$ cat config.mk
export PLATFORM = sky130hd
export DESIGN_NAME = hazard_unit
export DESIGN_NICKNAME = d
export VERILOG_FILES = /design/src/rtl/hazard_unit.sv
export SDC_FILE = /design/constraint.sdc
export NUM_CORES = 1
export LEC_CHECK = 0
export ABC_CLOCK_PERIOD_IN_PS = 3000
export CAP_MARGIN = 20
export CORE_MARGIN = 4
export CORE_UTILIZATION = 49
export DETAILED_ROUTE_END_ITERATION = 10
export PLACE_DENSITY = 0.79
export SLEW_MARGIN = 5
export SYNTH_ARGS = -nofsm -noshare
export SYNTH_HDL_FRONTEND = slang
export SYNTH_SLANG_ARGS = --single-unit
export TNS_END_PERCENT = 100
$ cat constraint.sdc
create_clock -name clk -period 3 [get_ports clk]
set_clock_uncertainty 0.1 [all_clocks]
set_input_delay 0.9 -clock clk [delete_from_list [all_inputs] [get_ports clk]]
set_output_delay 0.9 -clock clk [all_outputs]
set_load 0.005 [all_outputs]
$ cat src/rtl/hazard_unit.sv
// hazard_unit: stall, flush and forwarding control for the 5-stage ARM pipeline
// Inputs : clk, reset (async, active-low), decode addresses RA1D/RA2D/WA3D,
//          RegWriteM/RegWriteW, MemtoRegE, BranchTakenD, PCSrcW, PCWrPendingF,
//          StallCntClr
// Outputs: ForwardAE/ForwardBE (00 regfile, 01 ResultW, 10 ALUOutM), StallF,
//          StallD, FlushD, FlushE, StallCnt (saturating count of StallD cycles)
module hazard_unit #(
    parameter int RW   = 4,
    parameter int CNTW = 16
) (
    input  logic            clk,
    input  logic            reset,
    input  logic [RW-1:0]   RA1D,
    input  logic [RW-1:0]   RA2D,
    input  logic [RW-1:0]   WA3D,
    input  logic            RegWriteM,
    input  logic            RegWriteW,
    input  logic            MemtoRegE,
    input  logic            BranchTakenD,
    input  logic            PCSrcW,
    input  logic            PCWrPendingF,
    input  logic            StallCntClr,
    output logic [1:0]      ForwardAE,
    output logic [1:0]      ForwardBE,
    output logic            StallF,
    output logic            StallD,
    output logic            FlushD,
    output logic            FlushE,
    output logic [CNTW-1:0] StallCnt
);
    logic [RW-1:0]   ra1e_q, ra2e_q, wa3e_q, wa3m_q, wa3w_q;
    logic            vale_q;
    logic [CNTW-1:0] cnt_q, cnt_d;
    logic            ldr_stall;
    logic [1:0]      fa, fb;

    always_comb begin
        ldr_stall = vale_q & MemtoRegE & ((RA1D == wa3e_q) | (RA2D == wa3e_q));
        fa = (vale_q & RegWriteM & (ra1e_q == wa3m_q)) ? 2'b10 :
             (vale_q & RegWriteW & (ra1e_q == wa3w_q)) ? 2'b01 : 2'b00;
        fb = (vale_q & RegWriteM & (ra2e_q == wa3m_q)) ? 2'b10 :
             (vale_q & RegWriteW & (ra2e_q == wa3w_q)) ? 2'b01 : 2'b00;
        // while reset is held the pipeline is flushed, never stalled, never forwarded
        ForwardAE = reset ? fa : 2'b00;
        ForwardBE = reset ? fb : 2'b00;
        StallF    = reset & (ldr_stall | PCWrPendingF);
        StallD    = reset & ldr_stall;
        FlushD    = ~reset | PCWrPendingF | PCSrcW | BranchTakenD;
        FlushE    = ~reset | ldr_stall | BranchTakenD;
        cnt_d     = StallCntClr ? '0 :
                    (StallD && cnt_q != '1) ? cnt_q + CNTW'(1) : cnt_q;
    end

    always_ff @(posedge clk or negedge reset) begin
        if (!reset) begin
            ra1e_q <= '0;
            ra2e_q <= '0;
            wa3e_q <= '0;
            vale_q <= 1'b0;
            wa3m_q <= '0;
            wa3w_q <= '0;
            cnt_q  <= '0;
        end else begin
            ra1e_q <= FlushE ? '0 : RA1D;
            ra2e_q <= FlushE ? '0 : RA2D;
            wa3e_q <= FlushE ? '0 : WA3D;
            vale_q <= ~FlushE;
            wa3m_q <= wa3e_q;
            wa3w_q <= wa3m_q;
            cnt_q  <= cnt_d;
        end
    end

    assign StallCnt = cnt_q;
endmodule
Word-level counts from Yosys, hierarchy flattened
Cells that the tools add are included.

Register bits: 37. Output and inout bits: 24.

Reductions and logical operators: 2. Eq/ne operators: 7. Bitwise operators: 19. Mux-type cells: 11. Add/subtract/negate cells: 1.

Operator list (count): two-way mux 16 bit (2); equality test 4 bit (6); adder 16 x 1 -> 16 bit (second input constant) (1); inequality test 16 bit (second input constant) (1); two-way mux 4 bit (3); AND 1 bit (10); two-way mux 2 bit (4); OR 1 bit (7); two-way mux 1 bit (2); NOT 1 bit (2); nonzero test 2 bit (1); logical AND 1 bit (1).

Logic depth before layout (Yosys ltp)
Depth after elaboration: 7. Mapped depth: 8. Mapped depth without buffers: 6.

Worst setup path before layout
Ideal clock, no wire load.

Path kind: in2out. From: in RA1D[3]. To: out StallD. Arrival time: 1.972 ns. Buffers on the path: 2. Path slack: 0.028 ns. Stages on the path: 6. Cell sequence: xnor2_1 nand4_1 a211o_1 clkbuf_1 clkbuf_1 inv_1.

Longest elaborated chain between the ends: 4.

Ends and longest elaborated chain: start: declaration (line 13) `input logic [RW-1:0] RA1D,`; equality test 4 bit (line 38) `ldr_stall = vale_q & MemtoRegE & ((RA1D == wa3e_q) | (RA2D == wa3e_q));`; OR 1 bit (line 38); AND 1 bit (line 38); AND 1 bit (line 47) `StallD = reset & ldr_stall;`; end: declaration (line 26) `output logic StallD,`.

Every way passes these cells.

Worst setup path after layout
From: in RA1D[0]. To: out StallD.

Same word-level chain as after synthesis.

==> results.md <==
- Core area: around 3700 um^2
- Synth area leader: dfrtp_1
- Register area share after synthesis: slightly below 50%
- Detailed Place HPWL: between 3000 and 4000 um
- Cell area after layout: 2604 um^2
- Reg power frac: a little over half
- Site Rows: 22
- Crit Path Max Fanout: 2
- Top-level I/O count: 45
- Max-cap violations: 0
- Antenna viol nets, final: 0
- Residual DRC: 0
- Cts hold-fix bufs: 0
- NetSw: between 0.2 and 0.25 mW
- RSZ-0062 raised after global routing: true
- Initial antenna violation count: 0
- Vias in the first global route: roughly 1600
- Hold_ws: approximately 0.35 ns
- RD Place Congestion: around 0.81
- # setup viols final: 0
- Gr ovfl total: 0
- Antenna cells: 0
- Crit start category: input pin
- Initial Utilization: approximately half
- Final min period: 2.983 ns
- Syn_nets: about 210
- H-tree level count: 2
- Status: completed
- Clock sinks: 37
- Reg clk slew, reported paths: around 0.060 ns
- Clk pwr share: between 30% and 40%
- CP Class: in -> out
- Worst slew margin: just under 70%
- Final core occ: a little over two thirds
- Mapped Avg Cell Area: 10.17 um^2
- Clock insertion delay at the later pin of the skew report: between 0.2 and 0.3 ns
- Total track usage: about 20%
- Average wire per standard cell: roughly 16 um
- FF-to-FF setup slack: 0.55 ns
- Crit share post-route: between 90% and 100%
- Leading cell type in the layout, fill and taps excluded: dfrtp_1
- Syn-to-layout area delta: 39.20%
- Die width: ~70 um
- Sw Ratio: between 20% and 30%
- Part of the power in combinational logic: 11.2%
- Die area: a little under 5000 um^2
- Max clock buf depth: 2
- Fin nets: 268
- Port Buffers: between 40 and 50
- Root buf cell: clkbuf_8
- Die Ht: about 70 um
- CP arrival: ~2.0 ns
- Max IR drop VDD: approximately 340 uV
- Pwr Density: approximately 380 nW/um^2
- Commonest cells after routing, fill and taps aside: dfrtp_1 (37), clkdlybuf4s50_1 (25), buf_4 (18)
- CTS Buf Count: 5
- Syn Inst Count: between 150 and 200
- Path category of the worst min-delay check: reg -> reg
- DRT Pass-1 Iters: 4
- Dpl cell area: between 2000 and 2500 um^2
- Initial DRC Count: between 70 and 80
- Crit. End Element: primary output
- CTS tree: built
- Post-synth cell types: 34
- Layout cell share with drive strength beyond 1: between 20% and 30%
- Internal power: 0.7527 mW
- Cell leakage power: 1.120 nW
- Synth warn: 0
- Worst Tran Pin Value: around 0.45 ns
- Area share of the largest cell type after synthesis: between 40% and 50%
- Setup tns final: 0 ns
- Final hold vios: 0
- Ranking of synthesized cells by area: dfrtp_1 (49%), xnor2_1 (8.4%), and2_1 (4.7%), o31ai_1 (3.6%), a21oi_1 (3.2%)
- Area of the mapped netlist: 1871 um^2
- Via count: ~1700
- Fin. max-slew vios: 0
- Hold path cells: 0
- Total wire length: 4699 um
- First-pass GRT wire length: roughly 7700 um
- Fmax: about 0.34 GHz
- WP data required: roughly 2 ns
- Worst r2r path cells: 7
- Post-synthesis register bit count: 37
- Largest net degree at the start of global routing: 31
- Via density: between 5 and 6
-- final timing paths --
check,from,end
max in group asynchronous,reset,StallCnt[9]$_DFFE_PN0P_
max reg2reg,wa3e_q[0]$_DFF_PN0_,StallCnt[8]$_DFFE_PN0P_
min reg2reg,wa3m_q[3]$_DFF_PN0_,wa3w_q[3]$_DFF_PN0_
min in group asynchronous,reset,StallCnt[13]$_DFFE_PN0P_
max,RA1D[0],StallD
min,wa3m_q[3]$_DFF_PN0_,wa3w_q[3]$_DFF_PN0_
-- critical path: stages --
cell     delay (ns)
buf_2          0.12
xnor2_2        0.14
nand4_1        0.16
buf_4          0.18
a211o_1        0.31
inv_2          0.08
buf_6          0.09
-- metrics by stage --
step / cells / setup WS, ns / power (mW)
final: 294 / 0.01707 / 0.9769
after global routing: 294 / -0.06136 / 1.020
after CTS: 293 / 0.006097 / 0.9728
after detailed placement: 281 / -0.6971 / 0.6314
after global placement: 281 / -0.6550 / 0.6300
after floorplan: 184 / 0.02810 / 0.5707
-- flip-flops by register name, summed over array words and instances (netlist names) --
register	flops
ra1e_q	4
StallCnt	16
wa3e_q	4
wa3w_q	4
vale_q	1
wa3m_q	4
ra2e_q	4
-- kinds of logic after synthesis --
kind of cell	count (synthesis)	synth area share (%)
AO/OA/AOI/OAI	28	9.766
multiplexers	4	2.341
buffers and inverters	12	2.475
adder cells (fa/ha/maj)	1	0.6688
XOR/XNOR	24	11.24
AND/OR/NAND/NOR	78	24.01
flip-flops	37	49.50
-- synthesized netlist by cell type --
cell	number
dfrtp_1	37
xnor2_1	18
and2_1	14
nor2_1	13
a21oi_1	12
o31ai_1	9
nand2_1	8
nand3_1	8
or4_1	8
nand4_1	7
clkbuf_1	6
xor2_1	6
inv_1	5
nor4_1	5
mux2_2	3
nor2b_1	3
a211o_1	2
nor3_1	2
o21ai_0	2
or3_1	2
a2111oi_0	1
a41o_1	1
a41oi_1	1
and3_1	1
and4_1	1
buf_2	1
ha_1	1
mux2i_1	1
nand2b_1	1
nand3b_1	1
nand4_2	1
or2_2	1
or3_2	1
or4_4	1
-- cell type report --
class | count | area, um^2
multi-input combinational | 135 | 985.9
inverter | 5 | 18.77
timing repair buffer | 62 | 526.8
sequential | 37 | 925.9
clock buffer | 7 | 86.33
tap | 48 | 60.06
fill | 303 | 1085
-- repair_timing --
item | in CTS | in global routing
setup endpoints to repair | 8 | 3
setup buffers | 5 | 1
gates resized for setup | 65 | 9
pin swaps | 19 | 12
-- metal layers --
| metal | share of wire (%) | track usage, % |
|---|---|---|
| met1 | 44 | 26.83 |
| met2 | 49 | 30.95 |
| met3 | 5.3 | 4.638 |
| met4 | 1.8 | 8.511 |
| met5 | 0 | 0 |
-- power by group through the flow --
stage | sequential, mW | combinational [mW] | clock (mW)
after floorplan | 0.529 | 0.0415 | 0
after global placement | 0.531 | 0.0988 | 0
after detailed placement | 0.532 | 0.0998 | 0
after CTS | 0.523 | 0.102 | 0.348
after global routing | 0.525 | 0.120 | 0.375
final | 0.524 | 0.109 | 0.343
No activity file was read; power rests on OpenSTA's default activity.
